## src/rtl/mask_scanner_pkg.sv

```systemverilog
// Shared definitions for mask_scanner and its encoder: scan state encoding
// and default geometry, reused by other mask-handling blocks.
package mask_scanner_pkg;

  localparam int MS_WIDTH = 32;
  localparam int MS_IDX_W = 5;

  typedef enum logic {
    S_IDLE = 1'b0,
    S_SCAN = 1'b1
  } state_e;

endpackage

```

## src/rtl/mask_scanner_ffs_encoder.sv

```systemverilog
// ffs_encoder: combinational find-first-set, lowest set bit wins.
// Returns index 0 and o_any=0 for an all-zero vector.
module ffs_encoder #(
  parameter int WIDTH = 32,
  parameter int IDX_W = 5
) (
  input  logic [WIDTH-1:0] i_vec,
  output logic [IDX_W-1:0] o_idx,
  output logic             o_any
);

  // Walk from the top down so the lowest set bit is the final assignment.
  always_comb begin
    o_idx = '0;
    o_any = |i_vec;
    for (int i = WIDTH - 1; i >= 0; i--) begin
      if (i_vec[i]) o_idx = IDX_W'(i);
    end
  end

endmodule

```

## src/rtl/mask_scanner.sv

```systemverilog
// mask_scanner: accepts a mask, streams out the index of each set bit one per
// handshake, flags the last one and pulses done afterwards.
// Build option MASK_SCANNER_MSB_FIRST_EN: emit indices highest-first.
module mask_scanner
  import mask_scanner_pkg::*;
#(
  parameter int WIDTH = MS_WIDTH,
  parameter int IDX_W = MS_IDX_W
) (
  input  logic             clock,
  input  logic             reset,
  input  logic             in_valid,
  output logic             in_ready,
  input  logic [WIDTH-1:0] mask,
  output logic             out_valid,
  input  logic             out_ready,
  output logic [IDX_W-1:0] out_index,
  output logic             out_last,
  output logic             busy,
  output logic             done
);

  state_e           r_state, w_state_nxt;
  logic [WIDTH-1:0] r_rem, w_rem_nxt;
  logic             r_done, w_done_nxt;

  logic [WIDTH-1:0] w_enc_in;
  logic [IDX_W-1:0] w_enc_idx;
  logic [IDX_W-1:0] w_idx;
  logic             w_any;
  logic [WIDTH-1:0] w_rem_clr;
  logic             w_single;

`ifdef MASK_SCANNER_MSB_FIRST_EN
  // Reverse the bits so the lowest-first encoder finds the highest set bit;
  // WIDTH is a power of two, so WIDTH-1-idx is just ~idx.
  always_comb begin
    for (int i = 0; i < WIDTH; i++) w_enc_in[i] = r_rem[WIDTH-1-i];
  end
  assign w_idx     = ~w_enc_idx;
  assign w_rem_clr = r_rem & ~(WIDTH'(1) << w_idx);
`else
  assign w_enc_in  = r_rem;
  assign w_idx     = w_enc_idx;
  assign w_rem_clr = r_rem & (r_rem - WIDTH'(1));
`endif

  ffs_encoder #(.WIDTH(WIDTH), .IDX_W(IDX_W)) u_ffs (
    .i_vec (w_enc_in),
    .o_idx (w_enc_idx),
    .o_any (w_any)
  );

  // Exactly one bit left: the current index is the final beat.
  assign w_single = w_any && ((r_rem & (r_rem - WIDTH'(1))) == '0);

  assign in_ready  = (r_state == S_IDLE);
  assign out_valid = (r_state == S_SCAN);
  assign busy      = (r_state == S_SCAN);
  assign out_index = w_any ? w_idx : '0;
  assign out_last  = w_single;
  assign done      = r_done;

  // Next-state: load on accept, peel one bit per output handshake.
  always_comb begin
    w_state_nxt = r_state;
    w_rem_nxt   = r_rem;
    w_done_nxt  = 1'b0;
    case (r_state)
      S_IDLE: begin
        if (in_valid) begin
          if (mask != '0) begin
            w_rem_nxt   = mask;
            w_state_nxt = S_SCAN;
          end else begin
            w_done_nxt = 1'b1;
          end
        end
      end
      S_SCAN: begin
        if (out_ready) begin
          w_rem_nxt = w_rem_clr;
          if (w_single) begin
            w_state_nxt = S_IDLE;
            w_rem_nxt   = '0;
            w_done_nxt  = 1'b1;
          end
        end
      end
      default: begin
        w_state_nxt = S_IDLE;
        w_rem_nxt   = '0;
      end
    endcase
  end

  // State, remaining-mask and done registers; reset drops any scan silently.
  always_ff @(posedge clock or posedge reset) begin
    if (reset) begin
      r_state <= S_IDLE;
      r_rem   <= '0;
      r_done  <= 1'b0;
    end else begin
      r_state <= w_state_nxt;
      r_rem   <= w_rem_nxt;
      r_done  <= w_done_nxt;
    end
  end

endmodule
```

## config.mk

```make
export PLATFORM = sky130hd
export DESIGN_NAME = mask_scanner
export DESIGN_NICKNAME = d
export VERILOG_FILES = /design/src/rtl/mask_scanner_pkg.sv /design/src/rtl/mask_scanner_ffs_encoder.sv /design/src/rtl/mask_scanner.sv
export SDC_FILE = /design/constraint.sdc
export NUM_CORES = 1
export LEC_CHECK = 0
export BUFFER_PORTS_ARGS = -buffer_cell sky130_fd_sc_hd__buf_4
export CORE_AREA = 2 2 70 72
export DETAILED_ROUTE_END_ITERATION = 10
export DIE_AREA = 0 0 72 74
export PLACE_DENSITY_LB_ADDON = 0.15
export SLEW_MARGIN = 5
export SYNTH_ARGS = -nofsm -noshare
export SYNTH_HDL_FRONTEND = slang
export SYNTH_SLANG_ARGS = --single-unit
export TNS_END_PERCENT = 50
```

## constraint.sdc

```tcl
create_clock -name clock -period 2.72 [get_ports clock]
set_input_delay 0.408 -clock clock [delete_from_list [all_inputs] [get_ports clock]]
set_output_delay 0.408 -clock clock [all_outputs]
set_load 0.02 [all_outputs]
```

After elaboration in Yosys (flattened, before gate mapping)
Index checks and enable logic that the tools add are counted.

Input port bits: 36. Word-level logic and storage cells: 62. Flip-flop bits (word level): 34. Output and inout port bits: 10.

Muxes and demuxes: 48. Add/subtract/negate cells: 1. Bitwise operators: 2. Equality and inequality tests: 3. Reductions and logical operators: 5.

Operator list (number): $mux 5 (33); $mux 32 (4); $pmux 32 s2 (1); $and 32x32->32 (1); $logic_not 32->1 (1); $reduce_bool 32->1 (1); $reduce_or 32->1 (1); $sub 32x1->32 const B (1); $mux 1 (8); $ne 2x2->1 const B (2); $pmux 1 s2 (2); $reduce_and 3->1 (1); $ne 2x1->1 const B (1); $logic_and 1x1->1 (1); $not 1->1 (1).

Depth between registers and ports, before layout
Gate-level depths: netlist of run 1.

Word-level depth: 33. Depth in mapped cells: 8. Mapped depth without buffers: 7.

By module
Synthesis of run 1 repeated with hierarchy kept, for this count alone.

Cells, all modules: 312. Area, all modules: 2548.7 um^2.

Modules (own cells, without submodules): mask_scanner (cells each 247, area each 2163.3 um^2, sequential area each 850.8 um^2, times used 1); ffs_encoder (cells each 65, area each 385.4 um^2, sequential area each 0.0 um^2, times used 1).

Worst setup path before layout of run 1
OpenSTA, ideal clock, no wires.

Kind: flip-flop to output port. Start: register r_rem[2]. End: output out_last. Path buffers: 0. Slack: 141 ps. Cell stages (with the launch flop): 7. Data required time: 2312 ps. Arrival time: 2171 ps. Cell sequence: dfrtp_1 nor4_4 nand4_4 a2111oi_2 o22ai_1 nor4b_2 o2111a_2.

Word-level cells in the longest chain between the ends: 4. Elaborated cells between the ends (all ways): 5. Classes of those cells: 1 x add/sub; 1 x bitwise; 3 x reduce/logical.

Ends and longest elaborated chain: start, declared (line mask_scanner.sv:24) `logic [WIDTH-1:0] r_rem, w_rem_nxt;`; start signal, assigned (line mask_scanner.sv:105) `r_rem <= w_rem_nxt;`; $sub 32x1->32 (line mask_scanner.sv:55) `assign w_single = w_any && ((r_rem & (r_rem - WIDTH'(1))) == '0);`; $and 32x32->32 (line mask_scanner.sv:55); $logic_not 32->1 (line mask_scanner.sv:55); $logic_and 1x1->1 * (line mask_scanner.sv:55); end, declared (line mask_scanner.sv:18) `output logic out_last,`.

Mark *: on every way between the ends. The rest lies on a longest branch, timed or not.

Final worst setup path of run 1
Start: register r_rem[7]. End: output out_last.

The elaborated chain is that of the path after synthesis.

==> results of run 1 <==
## worst max-delay path by stage
stage / cells past startpoint / to / from / slack (ns)
global placement: 8 / out_last / r_rem[2] / 0.02
global route: 8 / out_last / r_rem[7] / -0.35
CTS: 9 / out_last / r_rem[1] / -0.17
floorplan: 6 / out_last / r_rem[2] / 0.14
finish: 8 / out_last / r_rem[7] / -0.26
detailed placement: 8 / out_last / r_rem[2] / -0.04
## kinds of logic after synthesis
family,share of synthesized area [%]
and+or+nand+nor,28.9
AOI/OAI and AO/OA,28.2
buffers and inverters,7.41
DFF,34.3
muxes,0.806
adders and majority gates,0.403
## metal layers
metal,part of all wire (%),track usage [%],vias to the layer above
li1,-,-,1307
met1,43,44.4,1347
met2,48,49.2,124
met3,7.2,4.88,14
met4,2.0,10.3,0
met5,0,0,-
## critical path, cell delays in order, from the launching register on
cell,delay [ns]
dfrtp_1,0.41
nor4_4,0.40
buf_4,0.21
nand4_1,0.19
a211oi_2,0.23
o22ai_1,0.12
nor4b_2,0.32
o2111a_2,0.28
buf_6,0.12
## cell type report
cell class	count	area, µm²
Inverter	10	37.5
Tap cell	54	67.6
Multi-Input combinational cell	233	1550
Timing Repair Buffer	98	751
Fill cell	359	1270
Sequential cell	34	851
Clock buffer	7	76.3
## registers in the layout (all words and copies together) (netlist names)
| name | count |
|---|---|
| r_rem | 32 |
| busy | 1 |
| done | 1 |
## power by group
group / switching [W] / internal, W / leakage, nW
Clock: 0.000184 / 0.000176 / 0.0383
Combinational: 0.000600 / 0.000524 / 0.991
Sequential: 0.000195 / 0.000627 / 0.380
## cell usage after synthesis (3+ instances only)
library cell / number / area, µm²
nand2_1: 41 / 154
dfrtp_1: 34 / 851
nor2_1: 25 / 93.8
o21ai_0: 22 / 110
a21oi_1: 17 / 85.1
nand3_1: 14 / 70.1
nor4_1: 13 / 81.3
a22oi_1: 12 / 90.1
clkbuf_1: 12 / 45.0
o211ai_1: 11 / 82.6
nor3_1: 10 / 50.1
inv_1: 9 / 33.8
a221o_1: 6 / 60.1
a31oi_1: 5 / 31.3
buf_4: 5 / 37.5
or4_1: 5 / 37.5
a22o_1: 4 / 35.0
and3_1: 4 / 25.0
nand4_1: 4 / 25.0
nor4_4: 4 / 85.1
a211oi_1: 3 / 22.5
clkbuf_8: 3 / 41.3
o22ai_1: 3 / 18.8
o31ai_1: 3 / 22.5
## metrics by stage
step                      power, W  util [%]  std cells  setup TNS, ns
after floorplan            0.00144         -        302              0
after global placement     0.00184      66.7        419              0
after detailed placement   0.00185      66.7        419        -0.0436
after CTS                  0.00226      70.8        434         -0.174
after global routing       0.00243      72.4        436         -0.350
final                      0.00231      72.4        436         -0.261
## timing repair
| action | CTS | global route |
|---|---|---|
| hold endpoints to repair | 0 | 0 |
| endpoints found under the setup margin | 1 | 1 |
| pin swaps | 14 | 9 |
| setup buffers | 8 | 2 |
| resized for setup | 10 | 12 |
==> impl_metrics.env, run 1 <==
export IMPL_outcome="complete, but fails checks"
export IMPL_violations="negative setup slack"
export IMPL_min_path_type="input port to asynchronous set/reset pin"
export IMPL_ys_ff_latch=34
export IMPL_row_count=25
export IMPL_grt_overflow=0
export IMPL_vias=2792
export IMPL_via_per_inst=6.40
export IMPL_critPathLaunchType="register"
export IMPL_synthCells=302
export IMPL_slew_viol_final=0
export IMPL_tightest_slew_ns=0.510
export IMPL_end_kind="output port"
export IMPL_reg2reg_to="busy"
export IMPL_synth_main_ff_cell="dfrtp_1"
export IMPL_grt_pass1_vias=2577
export IMPL_ir_drop_uv=411
export IMPL_powerDensity_mw_per_mm2=693
export IMPL_htreeDepth=2
export IMPL_fin_crit_sh_pct=110
export IMPL_drt_wirelength_per_cell_um=18.0
export IMPL_final_cell_area_mm2=0.00333
export IMPL_cts_buffers_inserted=5
export IMPL_synth_edf_count=0
export IMPL_crit_reg2reg_launch="r_rem[7]"
export IMPL_core_area_mm2=0.00460
export IMPL_path_class="register to output port"
export IMPL_antenna_cells=0
export IMPL_fin_worst_skew_ns=0.00570
export IMPL_final_hold_viol_count=0
export IMPL_max_freq_mhz=335
export IMPL_die_w_um=72
export IMPL_critPathMaxFanout=5
export IMPL_grt_max_degree=35
export IMPL_setup_violations_final=1
export IMPL_hold_ws_ns=0.215
export IMPL_synth_cell_type_count=52
export IMPL_r2r_slack_ns=0.18
export IMPL_final_cell_mix="buf_4 (94), nand2_1 (40), dfrtp_1 (34), nor2_1 (24), o21ai_0 (20)"
export IMPL_die_h_um=74
export IMPL_layout_nets=418
export IMPL_route_final_wire_length_um=7840
export IMPL_syn_area_mm2=0.00248
export IMPL_port_buffers=45
export IMPL_p_leak_nw=1.41
export IMPL_cts_tree="done"
export IMPL_ys_seq_area_share_pct=34.3
export IMPL_setup_slack_ns=-0.261
export IMPL_async_flop_share_pct=100
export IMPL_grt_pass1_wl_um=12800
export IMPL_synth_nets=338
export IMPL_globalplace_congestion=0.975
export IMPL_num_io_pins=46
export IMPL_clk_pin_slew_ns=0.07
export IMPL_drt_iter0_drc=340
export IMPL_avgSynthCellArea_um2=8.22
export IMPL_drv_cap=0
export IMPL_reg2reg_depth=10
export IMPL_clk_latency_ns=0.30
export IMPL_grt_total_usage_pct=31.2
export IMPL_antenna_found_initial=0
export IMPL_min_period_ns=2.98
export IMPL_cts_hold_buffers=0
export IMPL_crit_required_ns=2.31
export IMPL_preCtsSetupSlack_ns=-0.0436
export IMPL_drive_gt1_share_pct=33.5
export IMPL_dr_pass1_iters=7
export IMPL_place_area_mm2=0.00307
export IMPL_yosysWarnings=0
export IMPL_slew_headroom_pct=65.7
export IMPL_final_common_cell="buf_4"
export IMPL_cts_root_buf="clkbuf_8"
export IMPL_start_util_pct=54.0
export IMPL_dp_hpwl_um=5690
export IMPL_die_area_mm2=0.00533
export IMPL_clock_sinks=34
export IMPL_syn_to_final_growth_pct=34.1
export IMPL_cp_arrival_ns=2.57
export IMPL_rsz0062_at_grt="yes"
export IMPL_drc=0
export IMPL_cts_max_path_buffers=2
export IMPL_postRouteAntennaNets=0
(Power assumes the default switching activity.)
==> run 2, diff against run 1 <==
--- a/config.mk
+++ b/config.mk
@@ -5,6 +5,7 @@
 export SDC_FILE = /design/constraint.sdc
 export NUM_CORES = 1
 export LEC_CHECK = 0
+export ABC_AREA = 1
 export BUFFER_PORTS_ARGS = -buffer_cell sky130_fd_sc_hd__buf_4
 export CORE_AREA = 2 2 70 72
 export DETAILED_ROUTE_END_ITERATION = 10
==> run 2 against run 1 <==
Compared with the run above:
- the flow still finishes with violations (negative setup slack)
- power fell by 0.15%
- non-clock buffer count decreased by 43
- synthesized area fell by 1.6%
- combinational power fell by 6%
- first-iteration DRC count is 10% lower
- die area stayed put
- largest power group unchanged
- flip-flop and latch count stayed put
==> impl_metrics.env, run 2 <==
export IMPL_crit_reg2reg_launch="r_rem[1]"
export IMPL_final_cell_mix="nand2_1 (107), nor2_1 (56), buf_4 (53), inv_1 (44), dfrtp_1 (34)"
export IMPL_fin_tns_setup_ns=-0.524
export IMPL_violations="negative setup slack"
export IMPL_die_w_um=72
export IMPL_multiInputGateArea_mm2=0.00138
export IMPL_drv_cap=0
export IMPL_ys_seq_area_share_pct=34.8
export IMPL_setup_violations_final=2
export IMPL_largest_reg_flops=32
export IMPL_final_cell_area_mm2=0.00302
export IMPL_critPathCapture="out_last"
export IMPL_ys_ff_latch=34
export IMPL_synthTopCellsByArea="dfrtp_1 (35%), nand2_1 (17%), nor2_1 (8.9%), inv_1 (6.9%), a31oi_1 (6.1%)"
export IMPL_slew_headroom_pct=40.4
export IMPL_min_path_type="input port to asynchronous set/reset pin"
export IMPL_final_common_cell="nand2_1"
export IMPL_end_kind="output port"
export IMPL_port_buffers=45
export IMPL_avgSynthCellArea_um2=6.36
export IMPL_min_period_ns=3.06
export IMPL_clk_latency_ns=0.29
export IMPL_cts_buffers_inserted=5
export IMPL_grt_pass1_vias=2418
export IMPL_layout_nets=467
export IMPL_grt_max_degree=39
export IMPL_dr_pass1_iters=5
export IMPL_crit_required_ns=2.31
export IMPL_yosysTopAreaCell="dfrtp_1"
export IMPL_syn_to_final_growth_pct=23.8
export IMPL_row_count=25
export IMPL_p_leak_nw=1.48
export IMPL_globalplace_congestion=0.901
export IMPL_r2r_slack_ns=0.15
export IMPL_critPathMaxFanout=5
export IMPL_synth_cell_type_count=29
export IMPL_start_util_pct=53.1
export IMPL_ir_drop_uv=377
export IMPL_ff_latch_area_um2=851
export IMPL_slew_viol_final=0
export IMPL_tightest_slew_ns=0.890
export IMPL_cts_hold_buffers=0
export IMPL_reg2reg_depth=16
export IMPL_fillers=410
export IMPL_core_area_mm2=0.00460
export IMPL_syn_area_mm2=0.00244
export IMPL_rsz0062_at_grt="yes"
export IMPL_synth_nets=420
export IMPL_synth_top_area_share_pct=34.8
export IMPL_final_hold_viol_count=0
export IMPL_route_final_wire_length_um=6550
export IMPL_grt_total_usage_pct=26.2
export IMPL_via_per_inst=5.40
export IMPL_postRouteAntennaNets=0
export IMPL_synth_most_common_cell="nand2_1"
export IMPL_clock_sinks=34
export IMPL_ys_top_cells_by_count="nand2_1 (110), nor2_1 (58), inv_1 (45)"
export IMPL_dp_hpwl_um=4930
export IMPL_grt_pass1_wl_um=10900
export IMPL_critPathLaunchType="register"
export IMPL_antenna_found_initial=0
export IMPL_place_area_mm2=0.00286
export IMPL_antenna_cells=0
export IMPL_max_freq_mhz=327
export IMPL_die_h_um=74
export IMPL_drive_gt1_share_pct=21.8
export IMPL_outcome="complete, but fails checks"
export IMPL_max_flop_register="r_rem"
export IMPL_cts_tree="done"
export IMPL_async_flop_share_pct=100
export IMPL_fin_worst_skew_ns=0.00759
export IMPL_drt_wirelength_per_cell_um=13.5
export IMPL_reg2reg_to="done"
export IMPL_powerDensity_mw_per_mm2=762
export IMPL_fin_crit_sh_pct=112
export IMPL_grt_overflow=0
export IMPL_path_class="register to output port"
export IMPL_synth_main_ff_cell="dfrtp_1"
export IMPL_setup_slack_ns=-0.338
export IMPL_num_io_pins=46
export IMPL_synth_edf_count=0
export IMPL_vias=2622
export IMPL_yosysWarnings=0
export IMPL_cp_arrival_ns=2.65
export IMPL_drc=0
export IMPL_die_area_mm2=0.00533
export IMPL_cts_root_buf="clkbuf_8"
export IMPL_cts_max_path_buffers=2
export IMPL_clk_pin_slew_ns=0.08
export IMPL_crit_start="r_rem[1]"
export IMPL_synthCells=384
export IMPL_htreeDepth=2
export IMPL_drt_iter0_drc=305
run 2: cell type report:
cell class / instances / share of cell area, %
Timing Repair Buffer: 55 / 14.2
Multi-Input combinational cell: 283 / 45.8
Clock inverter: 2 / 0.414
Sequential cell: 34 / 28.1
Tap cell: 54 / 2.23
Clock buffer: 6 / 2.73
Inverter: 52 / 6.54
run 2: repair_timing:
action                                 4_1_cts  5_1_grt
cloned                                       0        0
setup endpoints to repair                    2        4
endpoints found under the hold margin        0        0
gates resized for setup                      8        7
pin swaps                                    2        2
setup buffers                                2        1
run 2: cell families (layout without fill, tap and decap cells):
family	Yosys count	after routing	share of synthesized area [%]
AOI/OAI and AO/OA	72	72	16.9
buffers and inverters	67	115	10.5
and+or+nand+nor	211	211	37.9
DFF	34	34	34.8
run 2: power by group:
part / switching, W / internal (W)
combinational: 0.000655 / 0.000396
sequential: 0.000180 / 0.000670
clock: 0.000199 / 0.000204
run 2: worst min path at each step:
stage               startpoint   endpoint  depth (start not counted)
global placement      r_rem[3]   r_rem[3]                          2
global route             reset  r_rem[26]                          2
finish                   reset  r_rem[22]                          2
CTS                      reset  r_rem[22]                          2
floorplan             r_rem[3]   r_rem[3]                          2
detailed placement    r_rem[3]   r_rem[3]                          2
run 2: stage by stage:
| stage | setup slack, ns | hold WS, ns | total power [W] | util (%) | cells |
|---|---|---|---|---|---|
| finish | -0.338 | 0.248 | 0.00230 | 65.8 | 486 |
| CTS | -0.292 | 0.258 | 0.00227 | 65.1 | 485 |
| global route | -0.534 | 0.303 | 0.00251 | 65.8 | 486 |
| detailed placement | -0.0220 | 0.553 | 0.00184 | 62.3 | 475 |
| global placement | -0.00577 | 0.544 | 0.00182 | 62.3 | 475 |
| floorplan | 0.203 | 0.519 | 0.00155 | - | 384 |
run 2: metal layers:
metal | part of all wire, % | global-route usage [%]
met1 | 47 | 36.5
met2 | 47 | 43.3
met3 | 5.5 | 4.34
met4 | 1.1 | 5.87
met5 | 0 | 0
run 2: critical path, cell delays in order (launching register included):
cell and delay [ns]:
dfrtp_1 0.41, inv_2 0.12, nand2_4 0.08, nor2_4 0.14
inv_4 0.07, nor2_8 0.10, nand2_1 0.07, inv_1 0.09
nand2_1 0.08, nor2_1 0.13, a21oi_1 0.10, a211oi_1 0.22
nand4_1 0.15, nor2_1 0.15, nand4_1 0.16, nor2_1 0.14
buf_4 0.15
==> run 3, diff against run 2 <==
--- a/config.mk
+++ b/config.mk
@@ -6,7 +6,7 @@
 export NUM_CORES = 1
 export LEC_CHECK = 0
 export ABC_AREA = 1
-export BUFFER_PORTS_ARGS = -buffer_cell sky130_fd_sc_hd__buf_4
+export BUFFER_PORTS_ARGS = -buffer_cell sky130_fd_sc_hd__buf_2
 export CORE_AREA = 2 2 70 72
 export DETAILED_ROUTE_END_ITERATION = 10
 export DIE_AREA = 0 0 72 74
==> constraint.sdc (replaced) <==
create_clock -name clock -period 2.72 [get_ports clock]
set_input_delay 0.408 -clock clock [delete_from_list [all_inputs] [get_ports clock]]
set_output_delay 0.408 -clock clock [all_outputs]
set_load 0.005 [all_outputs]
==> run 3 against run 2 <==
Compared with the run above:
- the flow still finishes with violations (negative setup slack)
- worst hold slack worse by 0.043 ns
- global-route usage down 0.69 points
- final area is 5.0% lower
- first-iteration DRC count is 27% lower
- fmax rose by 2.0%
- via count hardly changed
- register-to-register slack worse by 0.11 ns
- critical path depth unchanged
- critical path type unchanged
- critical endpoint unchanged
- largest cell class unchanged
==> impl_metrics.env, run 3 (same netlist as run 2, synthesis figures left out) <==
export IMPL_outcome="complete, but fails checks"
export IMPL_violations="negative setup slack"
export IMPL_critPathMaxFanout=5
export IMPL_min_period_ns=3.00
export IMPL_num_io_pins=46
export IMPL_htreeDepth=2
export IMPL_antenna_found_initial=0
export IMPL_vias=2624
export IMPL_setup_slack_ns=-0.278
export IMPL_dr_pass1_iters=5
export IMPL_max_freq_mhz=334
export IMPL_drc=0
export IMPL_die_area_mm2=0.00533
export IMPL_clock_sinks=34
export IMPL_syn_to_final_growth_pct=17.6
export IMPL_postRouteAntennaNets=0
export IMPL_antenna_cells=0
export IMPL_path_class="register to output port"
export IMPL_powerDensity_mw_per_mm2=763
export IMPL_start_util_pct=53.1
export IMPL_largest_reg_flops=32
export IMPL_p_leak_nw=1.44
export IMPL_drt_wirelength_per_cell_um=13.2
export IMPL_drv_cap=0
export IMPL_reg2reg_to="done"
export IMPL_grt_pass1_vias=2449
export IMPL_die_w_um=72
export IMPL_core_area_mm2=0.00460
export IMPL_crit_family="simple AND/OR/NAND/NOR gates"
export IMPL_path_common_cell="inv_2"
export IMPL_critPathLaunchType="register"
export IMPL_crit_reg2reg_launch="r_rem[1]"
export IMPL_rsz0062_at_grt="yes"
export IMPL_final_cell_area_mm2=0.00287
export IMPL_finalPower_w=0.00219
export IMPL_max_flop_register="r_rem"
export IMPL_clk_pin_slew_ns=0.07
export IMPL_final_cell_mix="nand2_1 (110), nor2_1 (57), buf_2 (45), inv_1 (44), dfrtp_1 (34)"
export IMPL_crit_chain="inv_2 -> nand2_2 -> nor2_4 -> inv_2 -> nor2_8 -> inv_2 -> nor2_4 -> inv_2 -> nor3_4 -> nand2_2 -> nor3_2 -> nor2_1 -> nor4_2 -> nand4_1 -> nor2_1 -> buf_2"
export IMPL_tightest_slew_ns=0.597
export IMPL_final_hold_viol_count=0
export IMPL_drt_iter0_drc=223
export IMPL_crit_required_ns=2.31
export IMPL_globalplace_congestion=0.874
export IMPL_fin_crit_sh_pct=110
export IMPL_slowest_delay_ns=0.40
export IMPL_via_per_inst=5.41
export IMPL_place_area_mm2=0.00275
export IMPL_r2r_slack_ns=0.04
export IMPL_cts_root_buf="clkbuf_8"
export IMPL_dp_hpwl_um=4750
export IMPL_die_h_um=74
export IMPL_reg2reg_depth=17
export IMPL_ir_drop_uv=371
export IMPL_cts_tree="done"
export IMPL_grt_pass1_wl_um=10700
export IMPL_grt_overflow=0
export IMPL_final_common_cell="nand2_1"
export IMPL_end_kind="output port"
export IMPL_grt_busiest_layer="met2"
export IMPL_fin_worst_skew_ns=0.00694
export IMPL_layout_nets=468
export IMPL_slew_viol_final=0
export IMPL_slew_headroom_pct=60.1
export IMPL_grt_max_degree=35
export IMPL_path_buf_inv=5
export IMPL_drive_gt1_share_pct=20.6
export IMPL_row_count=25
export IMPL_use_met3_pct=5.01
export IMPL_met1_usage_pct=34.9
export IMPL_route_final_wire_length_um=6390
export IMPL_slowest_stage="dfrtp_1"
export IMPL_cts_max_path_buffers=2
export IMPL_cp_arrival_ns=2.59
export IMPL_setup_violations_final=2
export IMPL_use_met2_pct=41.5
export IMPL_port_buffers=45
export IMPL_grt_total_usage_pct=25.5
export IMPL_cts_buffers_inserted=5
export IMPL_clk_latency_ns=0.29
export IMPL_min_path_type="input port to asynchronous set/reset pin"
run 3: changes by cell type in the layout (fill, tap and decap cells not counted), moves of 2 or more:
| cell | change |
|---|---|
| buf_2 | +45 |
| buf_4 | -42 |
| nand2_2 | -2 |
| nand2_1 | +3 |
run 3: metal layers:
metal  vias to the layer above  wire length (µm)
met1                      1195              3050
met3                         6               422
met4                         0                51
met2                        80              2860
li1                       1343                 -
met5                         -                 0
run 3: timing repair:
| item | in CTS | in global routing |
|---|---|---|
| setup endpoints to repair | 2 | 4 |
| cloned | 0 | 0 |
| hold buffers | 0 | 0 |
| pin swaps | 4 | 5 |
| buffers inserted | 2 | 1 |
| resized for setup | 5 | 3 |
run 3: report_power, final:
group          total, W  switching, W  internal [W]  leakage [nW]
clock          0.000376      0.000180      0.000195        0.0431
sequential     0.000851      0.000180      0.000671         0.397
combinational  0.000965      0.000611      0.000354         0.995
total           0.00219      0.000971       0.00122          1.44
run 3: worst max path at each step:
stage	from	endpoint	slack, ns	cells past startpoint
final	r_rem[1]	out_last	-0.28	16
after global routing	r_rem[30]	out_index[0]	-0.55	32
after CTS	r_rem[1]	out_last	-0.25	16
after detailed placement	r_rem[0]	out_last	0.05	16
after global placement	r_rem[4]	out_last	0.11	14
after floorplan	r_rem[1]	out_last	0.39	15
run 3: final cells by class:
type	count	area [µm²]
timing repair buffer	56	308
fill	430	1730
clock buffer	6	82.6
inverter	52	195
multi-input combinational	283	1370
tap	54	67.6
sequential	34	851
run 3: tightest hold or removal path: stages:
cell	delay (ns)
buf_2	0.09
inv_1	0.04
buf_4	0.39
run 3: through the flow:
stage / utilization (%) / cells / TNS [ns] / setup slack (ns) / hold slack, ns
after floorplan: - / 384 / 0 / 0.387 / 0.519
after global placement: 59.7 / 476 / 0 / 0.106 / 0.535
after detailed placement: 59.7 / 476 / 0 / 0.0547 / 0.539
after CTS: 62.0 / 484 / -0.459 / -0.247 / 0.225
after global routing: 62.5 / 485 / -1.42 / -0.551 / 0.277
final: 62.5 / 485 / -0.469 / -0.278 / 0.205
